[src/rtl/mvm_job_arbiter_pkg.sv]
// Shared definitions for the MVM job arbiter: engine matrix geometry, derived job
// sizes and the arbiter state type.
package defines_pkg;

  localparam int unsigned NROWS_A = 4;
  localparam int unsigned NCOLS_A = 4;
  localparam int unsigned NROWS_B = 4;
  localparam int unsigned NCOLS_B = 4;

  // A, then B, then X (X has the same size as B)
  localparam int unsigned JOB_LEN     = NROWS_A * NCOLS_A + 2 * NROWS_B * NCOLS_B;
  localparam int unsigned RES_PER_JOB = NROWS_A;

  typedef enum logic [1:0] {
    ST_IDLE  = 2'd0,
    ST_LOAD  = 2'd1,
    ST_DRAIN = 2'd2
  } arb_state_t;

endpackage

[src/rtl/mvm_job_arbiter_rr_pick.sv]
// Combinational round-robin priority encoder: first asserted request at or
// after the pointer, wrapping modulo NREQ.
module rr_pick #(
  parameter int unsigned  NREQ = 4,
  localparam int unsigned IW   = $clog2(NREQ)
) (
  input  logic [NREQ-1:0] i_req,
  input  logic [IW-1:0]   i_rr_ptr,
  output logic [IW-1:0]   o_grant,
  output logic            o_found
);

  logic [IW-1:0] w_idx;

  always_comb begin
    o_grant = '0;
    o_found = 1'b0;
    w_idx   = '0;
    for (int unsigned k = 0; k < NREQ; k++) begin
      w_idx = IW'((32'(i_rr_ptr) + k) % NREQ);
      if (!o_found && i_req[w_idx]) begin
        o_found = 1'b1;
        o_grant = w_idx;
      end
    end
  end

endmodule

[src/rtl/mvm_job_arbiter.sv]
// Round-robin arbiter sharing one mvm3 engine: locks the input stream to one
// requester for a whole job, then routes that job's results back to it.
module mvm_job_arbiter #(
  parameter int unsigned  NREQ        = 4,
  parameter int unsigned  JOB_LEN     = defines_pkg::JOB_LEN,
  parameter int unsigned  RES_PER_JOB = defines_pkg::RES_PER_JOB,
  localparam int unsigned IW          = $clog2(NREQ)
) (
  input  logic            clk,
  input  logic            reset,
  input  logic [NREQ-1:0] req_valid,
  input  logic [NREQ*8-1:0] req_data,
  output logic [NREQ-1:0] req_ready,
  output logic [NREQ-1:0] res_valid,
  output logic [15:0]     res_data,
  output logic            res_overflow,
  input  logic [NREQ-1:0] res_ready,
  output logic            eng_s_valid,
  output logic [7:0]      eng_data_in,
  input  logic            eng_s_ready,
  input  logic            eng_m_valid,
  input  logic [15:0]     eng_data_out,
  input  logic            eng_overflow,
  output logic            eng_m_ready,
  output logic [IW-1:0]   owner,
  output logic            busy,
  output logic            job_done
);

  localparam int unsigned EW = (JOB_LEN > 1) ? $clog2(JOB_LEN) : 1;
  localparam int unsigned RW = (RES_PER_JOB > 1) ? $clog2(RES_PER_JOB) : 1;

  defines_pkg::arb_state_t r_state, w_next;
  logic [IW-1:0] r_owner, r_rr_ptr, w_grant;
  logic          w_found;
  logic [EW-1:0] r_ecnt;
  logic [RW-1:0] r_rcnt;
  logic [7:0]    w_sel_data;
  logic          w_in_hs, w_res_hs, w_last_in, w_last_res;

  rr_pick #(.NREQ(NREQ)) u_rr_pick (
    .i_req    (req_valid),
    .i_rr_ptr (r_rr_ptr),
    .o_grant  (w_grant),
    .o_found  (w_found)
  );

  always_comb begin
    w_sel_data = '0;
    for (int unsigned i = 0; i < NREQ; i++) begin
      if (IW'(i) == r_owner) w_sel_data = req_data[i*8 +: 8];
    end
  end

  assign w_in_hs    = (r_state == defines_pkg::ST_LOAD) && req_valid[r_owner] && eng_s_ready;
  assign w_res_hs   = (r_state == defines_pkg::ST_DRAIN) && eng_m_valid && res_ready[r_owner];
  assign w_last_in  = (r_ecnt == EW'(JOB_LEN - 1));
  assign w_last_res = (r_rcnt == RW'(RES_PER_JOB - 1));

  assign owner        = r_owner;
  assign busy         = (r_state != defines_pkg::ST_IDLE);
  assign res_data     = eng_data_out;
  assign res_overflow = eng_overflow;

  always_comb begin
    w_next      = r_state;
    req_ready   = '0;
    res_valid   = '0;
    eng_s_valid = 1'b0;
    eng_data_in = '0;
    eng_m_ready = 1'b0;
    job_done    = 1'b0;
    unique case (r_state)
      defines_pkg::ST_IDLE: begin
        if (w_found) w_next = defines_pkg::ST_LOAD;
      end
      defines_pkg::ST_LOAD: begin
        // valid is never gated by engine ready; only the owner sees ready
        eng_s_valid        = req_valid[r_owner];
        eng_data_in        = w_sel_data;
        req_ready[r_owner] = eng_s_ready;
        if (w_in_hs && w_last_in) w_next = defines_pkg::ST_DRAIN;
      end
      defines_pkg::ST_DRAIN: begin
        res_valid[r_owner] = eng_m_valid;
        eng_m_ready        = res_ready[r_owner];
        if (w_res_hs && w_last_res) begin
          job_done = 1'b1;
          w_next   = defines_pkg::ST_IDLE;
        end
      end
      default: w_next = defines_pkg::ST_IDLE;
    endcase
  end

  always_ff @(posedge clk) begin
    if (reset) begin
      r_state  <= defines_pkg::ST_IDLE;
      r_owner  <= '0;
      r_rr_ptr <= '0;
      r_ecnt   <= '0;
      r_rcnt   <= '0;
    end else begin
      r_state <= w_next;
      unique case (r_state)
        defines_pkg::ST_IDLE: begin
          if (w_found) begin
            r_owner <= w_grant;
            r_ecnt  <= '0;
          end
        end
        defines_pkg::ST_LOAD: begin
          if (w_in_hs) begin
            r_ecnt <= r_ecnt + 1'b1;
            if (w_last_in) r_rcnt <= '0;
          end
        end
        defines_pkg::ST_DRAIN: begin
          if (w_res_hs) begin
            r_rcnt <= r_rcnt + 1'b1;
            if (w_last_res) r_rr_ptr <= (r_owner == IW'(NREQ - 1)) ? '0 : r_owner + 1'b1;
          end
        end
        default: ;
      endcase
    end
  end

endmodule

[config.mk]
export PLATFORM = sky130hd
export DESIGN_NAME = mvm_job_arbiter
export DESIGN_NICKNAME = d
export VERILOG_FILES = /design/src/rtl/mvm_job_arbiter_pkg.sv /design/src/rtl/mvm_job_arbiter_rr_pick.sv /design/src/rtl/mvm_job_arbiter.sv
export SDC_FILE = /design/constraint.sdc
export NUM_CORES = 1
export LEC_CHECK = 0
export BUFFER_PORTS_ARGS = -buffer_cell sky130_fd_sc_hd__buf_2
export CAP_MARGIN = 20
export CORE_ASPECT_RATIO = 1.4
export CORE_MARGIN = 1
export CORE_UTILIZATION = 40
export CTS_BUF_LIST = sky130_fd_sc_hd__clkbuf_4 sky130_fd_sc_hd__clkbuf_8 sky130_fd_sc_hd__clkbuf_16
export DETAILED_ROUTE_END_ITERATION = 8
export GPL_TIMING_DRIVEN = 0
export PLACE_DENSITY = 0.9
export SETUP_SLACK_MARGIN = 0.1
export SLEW_MARGIN = 0
export SYNTH_ARGS = -nofsm -noshare
export SYNTH_HDL_FRONTEND = slang
export SYNTH_SLANG_ARGS = --single-unit
[constraint.sdc]
create_clock -name clk -period 1.95 [get_ports clk]
set_input_delay 0.39 -clock clk [delete_from_list [all_inputs] [get_ports clk]]
set_output_delay 0.39 -clock clk [all_outputs]
set_load 0.02 [all_outputs]
# After elaboration in Yosys (flattened, before gate mapping)
# Cells that the tools add are included.
dict set report op_classes {
  n_lt_le_gt_ge 6
  reduce_logical 23
  addsub 6
  n_shift 0
  n_mul 0
  n_mux 45
  n_div 0
  bitwise 2
  eq_ne 14
}
# op count
set ops {}
lappend ops {{$mux W8} 5}
lappend ops {{$mux W2} 11}
lappend ops {{$lt A2 B3 Y1 const B} 5}
lappend ops {{$mux W1} 15}
lappend ops {{$bmux W1 S2} 6}
lappend ops {{$mux W6} 2}
lappend ops {{$pmux W6 S2} 1}
lappend ops {{$logic_and A1 B1 Y1} 10}
lappend ops {{$reduce_and A3 Y1} 3}
lappend ops {{$and A4 B4 Y4} 2}
lappend ops {{$mux W4} 2}
lappend ops {{$add A2 B1 Y2 const B} 3}
lappend ops {{$add A6 B1 Y6 const B} 1}
lappend ops {{$eq A2 B2 Y1 const B} 3}
lappend ops {{$eq A6 B6 Y1 const B} 1}
lappend ops {{$ne A2 B1 Y1 const B} 3}
lappend ops {{$ne A2 B2 Y1 const B} 3}
lappend ops {{$pmux W2 S3} 1}
lappend ops {{$reduce_bool A2 Y1} 3}
lappend ops {{$add A2 B2 Y2 const B} 2}
lappend ops {{$eq A2 B2 Y1 const A} 2}
lappend ops {{$logic_not A2 Y1} 2}
lappend ops {{$pmux W2 S2} 1}
lappend ops {{$reduce_and A4 Y1} 1}
lappend ops {{other kinds (6)} 8}
dict set report word_totals {
  mem_bits_ro 0
  latch_bits 0
  mem_bits_rw 0
  output_inout_bits 39
  inputBits 61
  memories 0
  reg_bits 14
  wordCells 101
}

# Logic depth before layout (Yosys ltp)
# Gate-level depths: netlist of run 1.
dict set report depth {
  word_depth 14
  ltp_mapped 7
  ltp_nobuf 6
}

# Hierarchy
# Synthesis of run 1 repeated with hierarchy kept, for this count alone.
dict set report unflattened {
  cells_unflattened 181
  hier_area_um2 1345.0
}
# module area_each_um2 cells_per_inst seq_area_each_um2 n_inst
set modules_own_cells {}
lappend modules_own_cells {mvm_job_arbiter 1267.5 166 280.3 1}
lappend modules_own_cells {rr_pick 77.6 15 0.0 1}

# Least setup slack after synthesis of run 1
# OpenSTA, ideal clock, no wires.
dict set report synth_timing {
  kind {register to output}
  startpoint {register r_owner[0], in the netlist owner[0]}
  endpoint {output port eng_data_in[6]}
  arrival_ps 1844
  required_time_ps 1560
  path_buffers 1
  path_slack_ps -284
  path_stages_with_launch 7
  path_cell_list {dfxtp_1 ha_1 clkbuf_1 nand2_1 a21oi_1 a21oi_1 o21ai_0}
}
dict set report synth_between {
  elab_chain_cells 6
  word_cells_on_any_way 9
  cone_classes {eq/ne: 3; mux: 5; reduce/logical: 1}
}
# element line
set synth_rtl {}
lappend synth_rtl {{from (decl)} mvm_job_arbiter.sv:34} ;# logic [IW-1:0] r_owner, r_rr_ptr, w_grant;
lappend synth_rtl {{from (signal assigned)} mvm_job_arbiter.sv:108} ;# r_owner <= w_grant;
lappend synth_rtl {{$logic_not A2 Y1} mvm_job_arbiter.sv:51} ;# if (IW'(i) == r_owner) w_sel_data = req_data[i*8 +: 8];
lappend synth_rtl {{$mux W8 (3 in a row)} mvm_job_arbiter.sv:51}
lappend synth_rtl {{$mux W8 *} mvm_job_arbiter.sv:51}
lappend synth_rtl {{$mux W8 *} mvm_job_arbiter.sv:73} ;# unique case (r_state)
lappend synth_rtl {{to (decl)} mvm_job_arbiter.sv:19} ;# output logic [7:0] eng_data_in,
# Mark *: on every way between the ends. The rest lies on a longest branch, timed or not.

# Worst setup path after layout of run 1
dict set report layout_timing {
  startpoint {register r_owner[0], in the netlist owner[0]}
  endpoint {output port eng_s_valid}
}
dict set report layout_between {
  elab_chain_cells 3
}
# element line
set layout_rtl {}
lappend layout_rtl {{$bmux W1 S2} mvm_job_arbiter.sv:79} ;# eng_s_valid = req_valid[r_owner];
lappend layout_rtl {{$mux W1 (not written as such)} mvm_job_arbiter.sv:79}
lappend layout_rtl {{$mux W1} mvm_job_arbiter.sv:73}
lappend layout_rtl {{to (decl)} mvm_job_arbiter.sv:18} ;# output logic eng_s_valid,
# Every way passes these cells. The select of a mux whose other input is x is not followed.

==> results.py, run 1 <==
metrics = {
    "critical_path": {
        "crit_type": "reg2out",
        "crit_cells": 4,
        "worstPathArrival_ns": 1.63,
        "critPathTopFamily": "multiplexers",
        "crit_required_ns": 1.56,
        "crit_fanout": 7,
        "cp_num_buf_inv": 2,
        "crit-reg2reg-launch": "owner[0]$_SDFFE_PP0P_",
        "startpoint": "owner[0]$_SDFFE_PP0P_",
        "rrSetupSlack_ns": 0.10,
        "worstReg2RegEnd": "r_ecnt[4]$_SDFFE_PP0P_",
        "max_stage_delay_ns": 0.53,
        "start_kind": "register",
        "rr_worst_depth": 7,
        "cp-endpoint": "eng_s_valid",
        "crit_path_end_kind": "output pin",
        "path_cells": "buf_4, mux4_2, and2_4, buf_6",
        "crit_slowest_cell": "mux4_2",
    },
    "clock_network": {
        "root_buffer": "clkbuf_8",
        "cts_sinks": 14,
        "cts_hold_buf": 0,
        "h-tree-depth": 1,
        "cts_tree": "yes",
        "cts_max_path_buffers": 2,
        "clock_latency_ns": 0.25,
        "numCtsBuffers": 3,
        "clk_pin_slew_ns": 0.06,
    },
    "logic_synthesis": {
        "synth_area_leaders": "dfxtp_1, buf_4, a21oi_1",
        "synth_cell_types": 36,
        "async_flop_share_pct": 0,
        "yosysTopAreaCell": "dfxtp_1",
        "syn-num-nets": 245,
        "synth-edff-count": 0,
        "syn_inst": 178,
        "synth_area_per_cell_um2": 7.51,
        "yosysTopAreaCellShare_pct": 21.0,
        "ys_ff_latch": 14,
        "seq_area_frac_synth_pct": 21.0,
        "synth-main-ff-cell": "dfxtp_1",
        "yosys_warnings": 0,
        "yosysMostFrequentCell": "a21oi_1",
        "synth_common_cells": "a21oi_1, buf_4, nand2_1, dfxtp_1, nand3_1",
        "netlist_area_um2": 1340,
    },
    "routing": {
        "via_count": 1721,
        "drt_iter0_drc": 34,
        "drt_wl_total_um": 4780,
        "antenna_left": 0,
        "first_pass_iters": 4,
        "via_per_inst": 5.55,
        "drcViolationCount": 0,
        "wire_per_inst_um": 15.4,
    },
    "sta": {
        "fmax_mhz": 494,
        "slew_violations": 0,
        "finalCritPeriodShare_pct": 104,
        "period_needed_ns": 2.02,
        "rsz0062_at_grt": "yes",
        "max_slew_margin_pct": 77.3,
        "layout_setup_ws_ns": -0.0731,
        "worst_pin_slew_ns": 0.336,
        "hold_violations": 0,
        "setup_viol": 8,
        "finClkSkew_ns": 0.00480,
    },
    "run": {
        "drv_cap": 0,
    },
    "finish": {
        "drive_above_1_share_pct": 61.3,
        "area_growth_pct": 69.4,
        "antenna_cells": 0,
        "stdcell_area_um2": 2270,
        "layout.cells.non_filler": 310,
        "layout.nets": 339,
        "nFillCells": 237,
    },
    "pwr": {
        "seqPwrFrac_pct": 29.9,
        "fin_total_pwr_uw": 995,
        "clkPwrFrac_pct": 29.6,
        "ir_drop_uv": 322,
        "power.internal_uw": 663,
        "powerDensity_nw_per_um2": 439,
        "swShare_pct": 33.4,
        "p_switching_uw": 332,
        "combPwrFrac_pct": 40.5,
        "p_leak_uw": 0.00105,
    },
    "global_routing": {
        "grt_max_degree": 11,
        "grt_use_total_pct": 25.8,
        "grt_overflow_total": 0,
        "first_global_vias": 1576,
        "antenna_found_initial": 0,
        "grt_pass1_wl_um": 7010,
    },
    "status": {
        "failed_checks": "negative setup slack",
        "run_status": "finished, violations left",
    },
    "placement": {
        "placed_cell_area_um2": 1830,
        "place.gp.congestion": 0.787,
        "dp_slack_ns": -0.118,
        "place_hpwl_um": 3060,
        "io_buffers": 81,
        "placed_cells": 298,
    },
    "die": {
        "chipHeight_um": 70.4,
        "start_util_pct": 42.4,
        "die_area_um2": 3580,
        "core_um2": 3150,
        "design.portCount": 100,
        "die_w_um": 50.9,
        "num_rows": 24,
    },
    "min_path": {
        "worstHoldStart": "reset",
        "worstHoldPathType": "in2reg",
    },
}
sequential cells by signal (all words and copies together) (netlist names):
| name | flops |
|---|---|
| r_rr_ptr | 2 |
| r_state | 2 |
| owner | 2 |
| r_ecnt | 6 |
| r_rcnt | 2 |
cell families after synthesis:
family	synth area share [%]
DFF	21.0
xor gates and xnor gates	3.27
buffers and inverters	13.8
muxes	5.89
AOI/OAI and AO/OA	16.7
and+or+nand+nor	33.8
adders and majority gates	5.61
layer usage:
| metal | vias to the layer above | global-route usage (%) | part of all wire, % |
|---|---|---|---|
| li1 | 804 | - | - |
| met1 | 760 | 26.7 | 36 |
| met2 | 132 | 45.6 | 50 |
| met3 | 25 | 4.58 | 8.2 |
| met4 | 0 | 17.0 | 5.6 |
| met5 | - | 0 | 0 |
per-stage QoR:
step                hold slack [ns]  util, %  TNS [ns]
floorplan                     0.449        -         0
global placement              0.467     57.9    -0.533
detailed placement            0.491     57.9    -0.711
CTS                           0.356     68.6    -0.219
global route                  0.361     71.9    -0.786
finish                        0.360     71.9    -0.272
power by group through the flow:
stage | logic [uW] | registers [uW] | clock network, uW
after detailed placement | 298 | 304 | 0
after floorplan | 188 | 304 | 0
after global routing | 426 | 299 | 313
after CTS | 369 | 297 | 297
after global placement | 292 | 303 | 0
final | 403 | 298 | 294
how the worst min path moves through the flow:
stage	end	slack, ns	cells after the start
6_report	r_state[0]$_SDFFE_PP0P_	0.36	2
5_1_grt	r_state[0]$_SDFFE_PP0P_	0.36	2
4_1_cts	owner[0]$_SDFFE_PP0P_	0.36	2
3_5_place_dp	r_rcnt[0]$_SDFFE_PP0P_	0.49	1
3_3_place_gp	r_rcnt[0]$_SDFFE_PP0P_	0.47	1
2_1_floorplan	r_rcnt[0]$_SDFFE_PP0P_	0.45	1
area by class of cell:
class	count	area [um^2]	area share, %
multi-input cells	133	1060	46.8
repair buffers	89	556	24.5
flip-flops and latches	14	290	12.8
plain buffers	25	229	10.1
clock buffers	4	55.1	2.43
well taps	39	48.8	2.15
inverters	6	27.5	1.21
repair_timing:
action	in CTS	in global routing
cloned	2	0
pin swaps	8	7
buffers inserted	3	3
hold endpoints to repair	0	0
resized for setup	71	27
setup endpoints to repair	19	19
placed cells by master, fill, tap and decap left out, types with 2 or more instances in the layout:
cell type  instances
dfxtp_4            2
o2111ai_1          2
clkbuf_4           2
o21ai_2            8
inv_1              3
nor4bb_1           2
nand2b_1           3
nand2_1           16
o21ai_0            2
ha_1               3
dfxtp_1           10
inv_4              2
nand3_1           13
buf_6             13
buf_2             66
xor2_1             5
and2_4             2
and3_1             5
o31ai_1            3
ha_4               2
a21oi_4            4
or3_1              2
nor2_1            10
a21oi_2           12
buf_8              4
a21oi_1            3
clkbuf_8           4
mux2i_1            3
nand3b_1           9
mux4_2             2
dfxtp_2            2
and2_1             4
buf_4             27
No activity file was read; power rests on OpenSTA's default activity.
==> inputs of run 2 (changes only) <==
- ABC_AREA: unset -> 1
- CORE_UTILIZATION: 40 -> 43
- HOLD_SLACK_MARGIN: unset -> 0.12
- PLACE_DENSITY: 0.9 -> 0.91
==> run 2 against run 1 <==
Against the previous run: the run still ends with negative setup slack left; sequential share of layout area down 2.0 points; worst setup slack worse by 0.12 ns; die area up 9.8%; power up 23%; synthesized area up 18%; combinational power up 53%; wire length up 66%; first-iteration DRC count rose to 5.0 times the previous value; fmax down 5.8%; worst hold slack better by 0.095 ns; cell count up 33%; critical path type unchanged; largest cell class unchanged; highest routed layer unchanged.
==> results.py, run 2 <==
metrics = {
    "logic_synthesis": {
        "yosysMostFrequentCell": "nand2_1",
        "netlist_area_um2": 1580,
        "yosysTopAreaCell": "dfxtp_1",
        "synth_top_family_by_area": "simple AND/OR/NAND/NOR gates",
        "synth_compound_area_share_pct": 18.5,
        "yosysTopAreaCellShare_pct": 17.7,
        "synth_fa_ha_area_share_pct": 4.74,
        "synth_cell_types": 32,
        "synth-edff-count": 0,
        "seq_area_frac_synth_pct": 17.7,
        "synthMuxAreaShare_pct": 0,
        "synth_common_cells": "nand2_1, nor2_1, a21oi_1, inv_1, o21ai_0",
        "synth-main-ff-cell": "dfxtp_1",
        "synthXorXnorAreaFrac_pct": 2.21,
        "ys_ff_latch": 14,
        "syn-num-nets": 328,
        "synth_area_leaders": "dfxtp_1, nand2_1, nor2_1",
        "synth_area_per_cell_um2": 6.07,
        "syn_inst": 261,
        "synthSimpleGateAreaFrac_pct": 39.7,
        "async_flop_share_pct": 0,
        "yosys_warnings": 0,
    },
    "critical_path": {
        "crit-reg2reg-launch": "owner[0]$_SDFFE_PP0P_",
        "crit_fanout": 6,
        "crit_required_ns": 1.56,
        "path_cells": "inv_6, ha_4, buf_8, clkinv_8, nor2_1, o21ai_1, o21ai_1, a21oi_2, buf_6",
        "worstPathArrival_ns": 1.76,
        "max_stage_delay_ns": 0.39,
        "crit_type": "reg2out",
        "crit_slowest_cell": "dfxtp_4",
        "crit_top_cell": "o21ai_1",
        "crit_path_end_kind": "output pin",
        "startpoint": "owner[1]$_SDFFE_PP0P_",
        "start_kind": "register",
    },
    "status": {
        "run_status": "finished, violations left",
        "failed_checks": "negative setup slack",
    },
    "clock_network": {
        "numCtsBuffers": 3,
        "h-tree-depth": 1,
        "clk_pin_slew_ns": 0.07,
        "cts_max_path_buffers": 2,
        "clock_latency_ns": 0.25,
        "cts_tree": "yes",
        "cts_sinks": 14,
        "root_buffer": "clkbuf_8",
    },
    "min_path": {
        "worstHoldStart": "reset",
        "worstHoldPathType": "in2reg",
    },
    "routing": {
        "first_pass_iters": 5,
        "drcViolationCount": 0,
        "via_count": 2494,
        "antenna_left": 0,
        "via_per_inst": 6.07,
        "wire_per_inst_um": 19.4,
        "drt_iter0_drc": 170,
        "drt_wl_total_um": 7960,
    },
    "sta": {
        "hold_violations": 0,
        "setup_viol": 10,
        "worst_pin_slew_ns": 0.515,
        "finClkSkew_ns": 0.00749,
        "slew_violations": 0,
        "finalCritPeriodShare_pct": 110,
        "period_needed_ns": 2.15,
        "max_slew_margin_pct": 65.4,
        "rsz0062_at_grt": "yes",
        "layout_setup_ws_ns": -0.196,
        "fin_tns_setup_ns": -0.848,
        "fmax_mhz": 466,
    },
    "global_routing": {
        "met3_usage_pct": 9.32,
        "grt_use_total_pct": 34.6,
        "grt_max_degree": 11,
        "grtUsageMet2_pct": 60.4,
        "grt.busiest_layer": "met2",
        "gr-usage-met1_pct": 32.3,
        "grt_overflow_total": 0,
        "first_global_vias": 2240,
        "antenna_found_initial": 1,
        "grt_pass1_wl_um": 9970,
    },
    "finish": {
        "drive_above_1_share_pct": 55.4,
        "top_register": "r_ecnt",
        "most-common-layout-cells": "buf_2, buf_4, nand2_1",
        "layout.nets": 438,
        "nFillCells": 227,
        "multiInputGateArea_um2": 1260,
        "layout.cells.non_filler": 411,
        "regArea_um2": 289,
        "area_growth_pct": 69.0,
        "final_common_cell": "buf_2",
        "largest_reg_flops": 6,
    },
    "pwr": {
        "combPwrFrac_pct": 50.5,
        "clkPwrFrac_pct": 24.1,
        "p_leak_uw": 0.00130,
        "ir_drop_uv": 307,
        "power.internal_uw": 734,
        "swShare_pct": 39.9,
        "seqPwrFrac_pct": 25.3,
        "p_switching_uw": 488,
        "powerDensity_nw_per_um2": 456,
    },
    "run": {
        "drv_cap": 0,
    },
    "placement": {
        "io_buffers": 81,
        "placed_cells": 382,
        "place_hpwl_um": 3590,
        "place.gp.congestion": 0.844,
    },
    "die": {
        "die_w_um": 53.3,
        "num_rows": 25,
        "start_util_pct": 46.0,
        "core_um2": 3440,
        "design.portCount": 100,
        "chipHeight_um": 73.8,
        "die_area_um2": 3930,
    },
}
run 2: area by class of cell:
cell class / count / share of cell area [%]
repair inverters: 1 / 0.327
repair buffers: 104 / 24.8
diodes: 1 / 0.0935
well taps: 40 / 1.87
plain buffers: 23 / 7.90
flip-flops and latches: 14 / 10.8
inverters: 29 / 5.19
multi-input cells: 195 / 47.0
clock buffers: 4 / 2.06
run 2: worst paths after layout:
| path | end | slack, ns | depth (start not counted) |
|---|---|---|---|
| setup / recovery | eng_data_in[1] | -0.20 | 9 |
| hold / removal | r_state[0]$_SDFFE_PP0P_ | 0.45 | 2 |
| setup reg to reg | r_ecnt[4]$_SDFFE_PP0P_ | 0.10 | 10 |
| hold reg to reg | r_rcnt[0]$_SDFFE_PP0P_ | 0.47 | 1 |
run 2: power by group through the flow:
stage | registers, uW | clock network [uW] | logic [uW]
finish | 309 | 295 | 618
global route | 310 | 305 | 656
CTS | 306 | 281 | 505
detailed placement | 311 | 0 | 395
global placement | 311 | 0 | 389
floorplan | 313 | 0 | 268
run 2: timing repair:
action,CTS,global route
endpoints found under the setup margin,17,21
pin swaps,12,8
resized for setup,73,48
gates cloned,4,0
hold endpoints to repair,0,0
hold buffers,0,0
setup buffers,16,5
run 2: critical path, delay by kind of cell, from the launching register on:
kind	cells	cell delay, ns
compound gates	3	0.52
fa+ha+maj	1	0.16
buf+inv	4	0.38
flops	1	0.39
simple gates	1	0.04
run 2: metrics by stage:
| stage | area [um^2] | total power [uW] | util, % | hold slack (ns) | worst slack [ns] |
|---|---|---|---|---|---|
| 3_3_place_gp | 2070 | 700 | 60.3 | 0.453 | -0.118 |
| 5_1_grt | 2680 | 1270 | 77.8 | 0.456 | -0.339 |
| 4_1_cts | 2490 | 1090 | 72.4 | 0.449 | -0.0189 |
| 3_5_place_dp | 2070 | 706 | 60.3 | 0.463 | -0.105 |
| 6_report | 2680 | 1220 | 77.8 | 0.455 | -0.196 |
| 2_1_floorplan | 1620 | 581 | - | 0.432 | 0.104 |
run 2: metal layers:
metal	wire, um	vias up
li1	-	1060
met1	2450	1080
met2	3840	262
met3	830	92
met4	833	0
met5	0	-
run 2: logic make-up after synthesis:
kind of cell	after synthesis
and+or+nand+nor	128
AOI/OAI and AO/OA	57
buffers and inverters	52
DFF	14
adders and majority gates	6
xor gates and xnor gates	4
